$ cat src/rtl/pipeline_debug_controller_pkg.sv
// Shared definitions for the pipeline debug controller: command codes, FSM encoding, dump size.
// The DUMP_CNT state exists only when PIPE_DBG_CYCLE_COUNT_EN is defined.
package pipeline_debug_controller_pkg;

  localparam int unsigned DBG_NB_CMD = 3;
  localparam int unsigned DBG_N_REGS = 32;

  localparam logic [DBG_NB_CMD-1:0] CMD_RUN   = 3'd1;
  localparam logic [DBG_NB_CMD-1:0] CMD_STEP  = 3'd2;
  localparam logic [DBG_NB_CMD-1:0] CMD_DUMP  = 3'd3;
  localparam logic [DBG_NB_CMD-1:0] CMD_CLEAR = 3'd4;

  typedef enum logic [2:0] {
    ST_IDLE     = 3'd0,
    ST_RUN      = 3'd1,
    ST_STEP     = 3'd2,
    ST_DUMP     = 3'd3
`ifdef PIPE_DBG_CYCLE_COUNT_EN
    , ST_DUMP_CNT = 3'd4
`endif
  } dbg_state_e;

  // States in which a word is offered on the transmit stream.
  function automatic logic is_stream_state(input dbg_state_e s);
    logic r;
    case (s)
      ST_DUMP:     r = 1'b1;
`ifdef PIPE_DBG_CYCLE_COUNT_EN
      ST_DUMP_CNT: r = 1'b1;
`endif
      default:     r = 1'b0;
    endcase
    return r;
  endfunction

endpackage

$ cat src/rtl/pipeline_debug_controller_dbg_cycle_counter.sv
// Free-running count of enabled pipeline cycles with synchronous clear; wraps modulo 2^NB.
// Compiled only when PIPE_DBG_CYCLE_COUNT_EN is defined.
`ifdef PIPE_DBG_CYCLE_COUNT_EN
module dbg_cycle_counter #(
  parameter int unsigned NB = 32
) (
  input  logic          clk_i,
  input  logic          rst_ni,
  input  logic          en_i,
  input  logic          clr_i,
  output logic [NB-1:0] count_o
);

  logic [NB-1:0] count_d;
  logic [NB-1:0] count_q;

  // Clear has priority; it never coincides with an enabled cycle in practice.
  always_comb begin
    count_d = count_q;
    if (clr_i) begin
      count_d = {NB{1'b0}};
    end else if (en_i) begin
      count_d = count_q + NB'(1);
    end else begin
      count_d = count_q;
    end
  end

  always_ff @(posedge clk_i or negedge rst_ni) begin
    if (!rst_ni) begin
      count_q <= {NB{1'b0}};
    end else begin
      count_q <= count_d;
    end
  end

  assign count_o = count_q;

endmodule
`endif

$ cat src/rtl/pipeline_debug_controller.sv
// Debug sequencer for the five-stage pipeline: RUN/STEP/DUMP/CLEAR, stage enable, register dump stream.
// PIPE_DBG_CYCLE_COUNT_EN adds the enabled-cycle counter and a trailing count word on DUMP.
module pipeline_debug_controller
  import pipeline_debug_controller_pkg::*;
#(
  parameter int unsigned NB_DATA = 32,
  parameter int unsigned NB_REG  = 5,
  parameter int unsigned N_REGS  = DBG_N_REGS,
  parameter int unsigned NB_CMD  = DBG_NB_CMD
) (
  input  logic               i_clock,
  input  logic               i_reset,
  input  logic               i_cmd_valid,
  input  logic [NB_CMD-1:0]  i_cmd,
  output logic               o_cmd_ready,
  input  logic               i_halt,
  output logic               o_pipe_enable,
  output logic               o_halted,
  output logic               o_dbg_reg_sel,
  output logic [NB_REG-1:0]  o_dbg_reg_addr,
  input  logic [NB_DATA-1:0] i_dbg_reg_data,
  output logic               o_tx_valid,
  output logic [NB_DATA-1:0] o_tx_data,
  input  logic               i_tx_ready,
  output logic [NB_DATA-1:0] o_cycle_count
);

  localparam logic [NB_REG-1:0] LAST_ADDR = NB_REG'(N_REGS - 1);

  dbg_state_e         state_q;
  logic               enable_q;
  logic               halted_q;
  logic [NB_REG-1:0]  addr_q;
  logic               cmd_fire_s;
  logic [NB_DATA-1:0] tx_data_s;

  assign cmd_fire_s = i_cmd_valid & o_cmd_ready;

  // Command sequencer; the stage enable is registered so it tracks RUN/STEP occupancy exactly.
  always_ff @(posedge i_clock or negedge i_reset) begin
    if (!i_reset) begin
      state_q  <= ST_IDLE;
      enable_q <= 1'b0;
      halted_q <= 1'b0;
      addr_q   <= {NB_REG{1'b0}};
    end else begin
      case (state_q)
        ST_IDLE: begin
          if (cmd_fire_s) begin
            case (i_cmd)
              CMD_RUN: begin
                if (!halted_q) begin
                  state_q  <= ST_RUN;
                  enable_q <= 1'b1;
                end
              end
              CMD_STEP: begin
                if (!halted_q) begin
                  state_q  <= ST_STEP;
                  enable_q <= 1'b1;
                end
              end
              CMD_DUMP: begin
                state_q <= ST_DUMP;
                addr_q  <= {NB_REG{1'b0}};
              end
              CMD_CLEAR: halted_q <= 1'b0;
              default: ;
            endcase
          end
        end
        ST_RUN: begin
          if (i_halt) begin
            halted_q <= 1'b1;
            enable_q <= 1'b0;
            state_q  <= ST_IDLE;
          end
        end
        ST_STEP: begin
          if (i_halt) begin
            halted_q <= 1'b1;
          end
          enable_q <= 1'b0;
          state_q  <= ST_IDLE;
        end
        ST_DUMP: begin
          if (i_tx_ready) begin
            if (addr_q == LAST_ADDR) begin
              addr_q <= {NB_REG{1'b0}};
`ifdef PIPE_DBG_CYCLE_COUNT_EN
              state_q <= ST_DUMP_CNT;
`else
              state_q <= ST_IDLE;
`endif
            end else begin
              addr_q <= addr_q + NB_REG'(1);
            end
          end
        end
`ifdef PIPE_DBG_CYCLE_COUNT_EN
        ST_DUMP_CNT: begin
          if (i_tx_ready) begin
            state_q <= ST_IDLE;
          end
        end
`endif
        default: begin
          state_q  <= ST_IDLE;
          enable_q <= 1'b0;
          addr_q   <= {NB_REG{1'b0}};
        end
      endcase
    end
  end

`ifdef PIPE_DBG_CYCLE_COUNT_EN
  logic               clear_s;
  logic [NB_DATA-1:0] cycle_count_s;

  assign clear_s = cmd_fire_s & (i_cmd == CMD_CLEAR);

  dbg_cycle_counter #(
    .NB (NB_DATA)
  ) u_cycle_counter (
    .clk_i   (i_clock),
    .rst_ni  (i_reset),
    .en_i    (enable_q),
    .clr_i   (clear_s),
    .count_o (cycle_count_s)
  );

  assign o_cycle_count = cycle_count_s;
`else
  assign o_cycle_count = {NB_DATA{1'b0}};
`endif

  // Stream word selection decodes the state register only, so it cannot glitch on command inputs.
  always_comb begin
    tx_data_s = {NB_DATA{1'b0}};
    case (state_q)
      ST_DUMP:     tx_data_s = i_dbg_reg_data;
`ifdef PIPE_DBG_CYCLE_COUNT_EN
      ST_DUMP_CNT: tx_data_s = cycle_count_s;
`endif
      default:     tx_data_s = {NB_DATA{1'b0}};
    endcase
  end

  assign o_cmd_ready    = (state_q == ST_IDLE);
  assign o_dbg_reg_sel  = (state_q == ST_DUMP);
  assign o_tx_valid     = is_stream_state(state_q);
  assign o_tx_data      = tx_data_s;
  assign o_pipe_enable  = enable_q;
  assign o_halted       = halted_q;
  assign o_dbg_reg_addr = addr_q;

endmodule

$ cat config.mk
export PLATFORM = sky130hd
export DESIGN_NAME = pipeline_debug_controller
export DESIGN_NICKNAME = d
export VERILOG_FILES = /design/src/rtl/pipeline_debug_controller_pkg.sv /design/src/rtl/pipeline_debug_controller_dbg_cycle_counter.sv /design/src/rtl/pipeline_debug_controller.sv
export SDC_FILE = /design/constraint.sdc
export NUM_CORES = 1
export LEC_CHECK = 0
export ABC_CLOCK_PERIOD_IN_PS = 1890
export BUFFER_PORTS_ARGS = -buffer_cell sky130_fd_sc_hd__buf_2
export CORE_ASPECT_RATIO = 0.5
export CORE_MARGIN = 2
export CORE_UTILIZATION = 35
export DETAILED_ROUTE_END_ITERATION = 12
export PLACE_DENSITY_LB_ADDON = 0.05
export SETUP_SLACK_MARGIN = 0.05
export SKIP_LAST_GASP = 1
export SLEW_MARGIN = 20
export SYNTH_ARGS = -nofsm -noshare
export SYNTH_HDL_FRONTEND = slang
export SYNTH_SLANG_ARGS = --single-unit
$ cat constraint.sdc
create_clock -name i_clock -period 1.89 [get_ports i_clock]
set_input_delay 0.0945 -clock i_clock [delete_from_list [all_inputs] [get_ports i_clock]]
set_output_delay 0.0945 -clock i_clock [all_outputs]
set_load 0.005 [all_outputs]
==> run_results.csv, run 1 <==
group,metric,value,unit
status,outcome,"finished, final reports clean",
cts,clkTransAtPathRegs,50,ps
final_layout,layout_commonest_cell,"buf_2",
timing,setup_tns,0,ps
floorplan,initial_utilization,0.3655,
logic_synthesis,ys.flop_type,"dfrtp_1",
drt,dr.pass1.iters,2,
pwr,ir_worst_vdd,0.6216,mV
pwr,p_per_area,756.0,mW/mm²
setup_path,path_common_cell,"a21o_1",
place,finalWeightedCongestion,0.8013,
setup_path,end_kind,"flop",
setup_path,critical_path.cell_chain,"ha_2, and3_1, ha_1, nand2_1, a221o_1, a21o_1, a21o_1",
global_routing,grt_pass1_wl,3981,µm
timing,clock_skew,5.534,ps
drt,drc,0,
global_routing,grt_pass1_vias,866,
setup_path,crit_fanout,3,
place,place_ws,125.6,ps
cts,cts_max_level,1,
timing,layout_worst_path_cycle_share,0.9098,
final_layout,syn2layout_area_growth,37.13,%
final_layout,drive_above_1_share,0.4358,
final_layout,post_layout_nonfiller_instances,258,
place,place.detailed.hpwl,2114,µm
final_layout,multi_input_area,695.7,µm²
drt,wirelength,2551,µm
global_routing,grt_max_degree,24,
setup_path,crit_type,"reg2reg",
pwr,p_leak,0.9344,nW
logic_synthesis,syn_area,0.001089,mm²
setup_path,required,2010,ps
logic_synthesis,async_flop_share,1.000,
setup_path,cp_slowest_stage_delay,350,ps
drt,vias_per_cell,4.000,
final_layout,fillers,311,
final_layout,nNetsFinal,264,
job,cap_violations,0,
final_layout,ff_latch_area,225.2,µm²
floorplan,die_h,43.44,µm
logic_synthesis,syn_area_per_cell,8.123,µm²
logic_synthesis,synth-seq-cells,9,
final_layout,post-route-util,0.5013,
setup_path,worst_path_max_delay_cell,"dfrtp_1",
logic_synthesis,ys.warnings.count,0,
logic_synthesis,ys_seq_area_frac,0.2069,
global_routing,grt_antenna_before_repair,0,
cts,clkSinkCount,9,
logic_synthesis,synth_edf_count,0,
timing,period_needed,1720,ps
timing,hold_viol_final,0,
drt,num_vias,1032,
global_routing,grt_use_total,0.1352,
cts,cts_tree,"yes",
logic_synthesis,syn-instance-count,134,
drt,drt_iter0_markers,27,
timing,setup_ws,170.4,ps
place,dpl_cell_area,0.001409,mm²
cts,cts_root_buf,"clkbuf_8",
setup_path,arrival,1840,ps
floorplan,rows,14,
place,dp_cells,250,
timing,rsz0062_at_grt,"no",
drt,avgRoutedWirePerCell,9.888,µm
final_layout,n_antenna_cell,0,
place,io_buffers,81,
floorplan,die_w,82.87,µm
cts,ctsLongestPathBuffers,2,
final_layout,layout_common_cells,"buf_2, and2_1, conb_1",
cts,cts_inserted_buffers,3,
setup_path,worst-path-buf-inv,0,
floorplan,die_area,0.003599,mm²
timing,drv_slew,0,
cts,insertion_delay,230,ps
setup_path,crit_path_start_kind,"flop",
final_layout,fin_area,0.001493,mm²
setup_path,crit_family,"compound AO/OA/AOI/OAI gates",
timing,setup_violations,0,
global_routing,gr-total-overflow,0,
floorplan,pin_count,114,
hold_path,hp-class,"in2reg",
floorplan,core-area,0.002978,mm²
drt,ant_nets,0,
logic_synthesis,synth_cell_type_count,28,
timing,fmaxAchievable,0.5815,GHz
==> registers in the layout (all words and copies together), names as in the netlist <==
| signal | cells |
|---|---|
| o_dbg_reg_addr | 5 |
| state_q | 2 |
| o_halted | 1 |
| o_pipe_enable | 1 |
==> path summary, 6_finish.rpt <==
check,start,to,slack [ps],depth (start not counted)
worst max register to register,o_dbg_reg_addr[0],state_q[1],170,7
worst min-delay path,i_halt,o_halted,200,3
max in group asynchronous,i_reset,o_dbg_reg_addr[3],1470,2
worst min register to register,o_pipe_enable,o_pipe_enable,490,1
min in group asynchronous,i_reset,o_pipe_enable,240,2
worst max-delay path,o_dbg_reg_addr[0],state_q[1],170,7
==> routing by layer <==
metal,global-route usage,routed length [µm],share of wire,vias up
li1,-,-,-,540
met1,0.1833,1129,0.44,445
met2,0.2129,1213,0.48,43
met3,0.02286,173,0.068,4
met4,0.06885,35,0.014,0
met5,0,0,0,-
==> layout make-up <==
cell class,count,share of cell area
clock buffer,3,0.02766
clock inverter,1,0.003353
inverter,6,0.01509
multi-input combinational,112,0.4661
sequential,9,0.1509
tap,40,0.03353
timing repair buffer,87,0.3034
==> worst min-delay path, stage by stage <==
cell	delay, ps
buf_2	110
a21oi_1	120
a21oi_1	60
==> cells by family (layout without fill, tap and decap cells) <==
group | count (synthesis) | after routing | share of synthesized area
mux | 4 | 4 | 0.04138
simple gates | 56 | 56 | 0.3149
compound gates | 14 | 14 | 0.1023
fa+ha+maj | 5 | 5 | 0.05747
xor+xnor | 1 | 1 | 0.008047
buf+inv | 44 | 97 | 0.2655
other cells | 1 | 32 | 0.003445
flops | 9 | 9 | 0.2069
==> synthesized netlist by cell type (2+ instances only) <==
cell / count / area share
a21o_1: 3 / 0.021
a21oi_1: 3 / 0.014
and2_1: 32 / 0.18
buf_4: 33 / 0.23
clkbuf_1: 5 / 0.017
dfrtp_1: 9 / 0.21
ha_1: 5 / 0.057
inv_1: 6 / 0.021
mux2i_1: 3 / 0.028
nand2_1: 4 / 0.014
nand2b_1: 4 / 0.023
nand3_1: 3 / 0.014
nor2b_1: 2 / 0.011
nor3_1: 4 / 0.018
nor3b_1: 2 / 0.014
o21ai_0: 4 / 0.018
==> repair_timing <==
| item | in CTS | in global routing |
|---|---|---|
| buffers inserted | 0 | 3 |
| hold buffers | 1 | 0 |
| gates resized for setup | 0 | 2 |
| endpoints found under the setup margin | 0 | 4 |
| hold endpoints to repair | 9 | 0 |
==> through the flow <==
stage / power (mW) / hold WS (ps)
6_report: 1.128 / 195.3
5_1_grt: 1.233 / 188.0
4_1_cts: 1.117 / 188.2
3_5_place_dp: 0.8909 / -46.04
3_3_place_gp: 0.8926 / -47.10
2_1_floorplan: 0.7324 / -201.1
==> power by group <==
part / total, mW / switching, mW / internal (mW)
Combinational: 0.628 / 0.316 / 0.313
Sequential: 0.282 / 0.0431 / 0.239
Clock: 0.218 / 0.0748 / 0.144
No activity file was read; power rests on OpenSTA's default activity.
==> run 2, diff against run 1 <==
--- a/config.mk
+++ b/config.mk
@@ -11,6 +11,7 @@
 export CORE_MARGIN = 2
 export CORE_UTILIZATION = 35
 export DETAILED_ROUTE_END_ITERATION = 12
+export MAX_ROUTING_LAYER = met4
 export PLACE_DENSITY_LB_ADDON = 0.05
 export SETUP_SLACK_MARGIN = 0.05
 export SKIP_LAST_GASP = 1
==> constraint.sdc (replaced) <==
create_clock -name i_clock -period 1.89 [get_ports i_clock]
set_input_delay 0.2835 -clock i_clock [delete_from_list [all_inputs] [get_ports i_clock]]
set_output_delay 0.2835 -clock i_clock [all_outputs]
set_load 0.005 [all_outputs]
==> run 2 against run 1 <==
Clock power down 2%; clock-buffer cell count increased by 1; sequential share of layout area up 0.089 points; critical path depth stayed put; design area down 0.59%; non-clock buffer count down 1; sequential power about the same; via count up 1.1%; global-route usage rose by 0.58 points; cell count fell by 0.39%; highest routed layer unchanged.
==> run_results.csv, run 2 (synthesis gave the netlist of run 1 again) <==
group,metric,value,unit
setup_path,critical_path.cell_chain,"ha_2, and3_1, ha_1, nand2_1, a221o_1, a21o_1, a21o_1",
floorplan,die_w,82.87,µm
final_layout,syn2layout_area_growth,36.32,%
drt,avgRoutedWirePerCell,10.28,µm
timing,setup_tns,0,ps
timing,fmaxAchievable,0.5772,GHz
timing,hold_viol_final,0,
final_layout,largest_reg_flops,5,
timing,whs,389.0,ps
floorplan,die_h,43.44,µm
setup_path,rrSetupSlack,160,ps
final_layout,nNetsFinal,263,
floorplan,rows,14,
hold_path,hold_end,"o_halted",
final_layout,post_layout_nonfiller_instances,257,
place,place_ws,109.3,ps
final_layout,layout_common_cells,"buf_2, and2_1, conb_1",
global_routing,grt_pass1_wl,4105,µm
setup_path,timing.rr.start,"o_dbg_reg_addr[1]",
cts,cts_inserted_buffers,3,
setup_path,crit_type,"reg2reg",
place,io_buffers,81,
hold_path,min_delay_path_depth,3,
drt,drc,0,
timing,rsz0062_at_grt,"no",
cts,cts_max_level,1,
cts,clkTransAtPathRegs,40,ps
global_routing,grt_use_total,0.1410,
timing,setup_ws,157.4,ps
setup_path,required,2010,ps
pwr,ir_worst_vdd,0.6356,mV
final_layout,post-route-util,0.4983,
timing,setup_violations,0,
place,place.detailed.hpwl,2217,µm
timing,clock_skew,3.468,ps
hold_path,min_from,"i_halt",
setup_path,crit_path_start_kind,"flop",
setup_path,worst-path-buf-inv,0,
drt,vias_per_cell,4.058,
status,outcome,"finished, final reports clean",
final_layout,layout_commonest_cell,"buf_2",
global_routing,grt_max_degree,24,
timing,layout_worst_path_cycle_share,0.9167,
setup_path,end_kind,"flop",
setup_path,path_common_cell,"a21o_1",
setup_path,cp_slowest_stage_delay,370,ps
global_routing,gr-total-overflow,0,
drt,ant_nets,0,
final_layout,drive_above_1_share,0.4286,
cts,cts_tree,"yes",
setup_path,worstRegToRegCells,7,
global_routing,grt_antenna_before_repair,0,
setup_path,arrival,1850,ps
drt,drt_iter0_markers,25,
setup_path,reg2reg_to,"state_q[1]",
global_routing,grt_pass1_vias,849,
place,finalWeightedCongestion,0.8025,
place,dp_cells,250,
floorplan,die_area,0.003599,mm²
timing,drv_slew,0,
cts,clkSinkCount,9,
setup_path,worst_path_max_delay_cell,"dfrtp_1",
floorplan,initial_utilization,0.3655,
hold_path,hp-class,"in2reg",
drt,wirelength,2642,µm
setup_path,crit_fanout,3,
drt,num_vias,1043,
pwr,p_per_area,755.9,mW/mm²
floorplan,core-area,0.002978,mm²
pwr,p_leak,0.9262,nW
cts,ctsLongestPathBuffers,2,
cts,cts_root_buf,"clkbuf_8",
floorplan,pin_count,114,
setup_path,crit_family,"compound AO/OA/AOI/OAI gates",
cts,insertion_delay,230,ps
final_layout,n_antenna_cell,0,
drt,dr.pass1.iters,4,
job,cap_violations,0,
timing,period_needed,1733,ps
## run 2: layer usage
metal / up-vias / track usage / part of all wire
met5: - / - / 0
met4: 0 / 0.03934 / 0.0049
met3: 2 / 0.02095 / 0.056
met2: 41 / 0.2274 / 0.48
met1: 464 / 0.1879 / 0.46
li1: 536 / - / -
## run 2: worst max-delay path by stage
stage / start / to / slack [ps] / cells past startpoint
3_5_place_dp: o_dbg_reg_addr[0] / state_q[1] / 110 / 7
2_1_floorplan: o_dbg_reg_addr[0] / state_q[0] / 220 / 7
4_1_cts: o_dbg_reg_addr[0] / state_q[1] / 100 / 7
6_report: o_dbg_reg_addr[1] / state_q[1] / 160 / 7
5_1_grt: o_dbg_reg_addr[1] / state_q[1] / 50 / 7
3_3_place_gp: o_dbg_reg_addr[0] / state_q[1] / 170 / 7
## run 2: power breakdown
part           internal (mW)  switching (mW)
Clock                  0.146          0.0673
Combinational          0.307           0.322
Sequential             0.239          0.0410
## run 2: through the flow
step | total power, mW | area (µm²)
after detailed placement | 0.8991 | 1409
final | 1.122 | 1484
after global placement | 0.8954 | 1409
after CTS | 1.120 | 1464
after global routing | 1.225 | 1484
after floorplan | 0.7324 | 1205
## run 2: layout make-up
class	instances	area (µm²)
fillers	301	1494
multi-input cells	112	695.7
repair buffers	86	445.4
flip-flops and latches	9	225.2
well taps	40	50.05
clock buffers	4	45.04
inverters	6	22.52
## run 2: worst register-to-register path: stages (launching register included)
cell and delay (ps):
dfrtp_1 370, ha_2 200, and3_1 160, ha_1 170, nand2_1 60, a221o_1 330, a21o_1 180, a21o_1 170
## run 2: repair_timing
item,4_1_cts,5_1_grt
gates resized for setup,0,2
buffers inserted,0,2
setup endpoints to repair,0,27
endpoints found under the hold margin,9,0
hold buffers,1,0
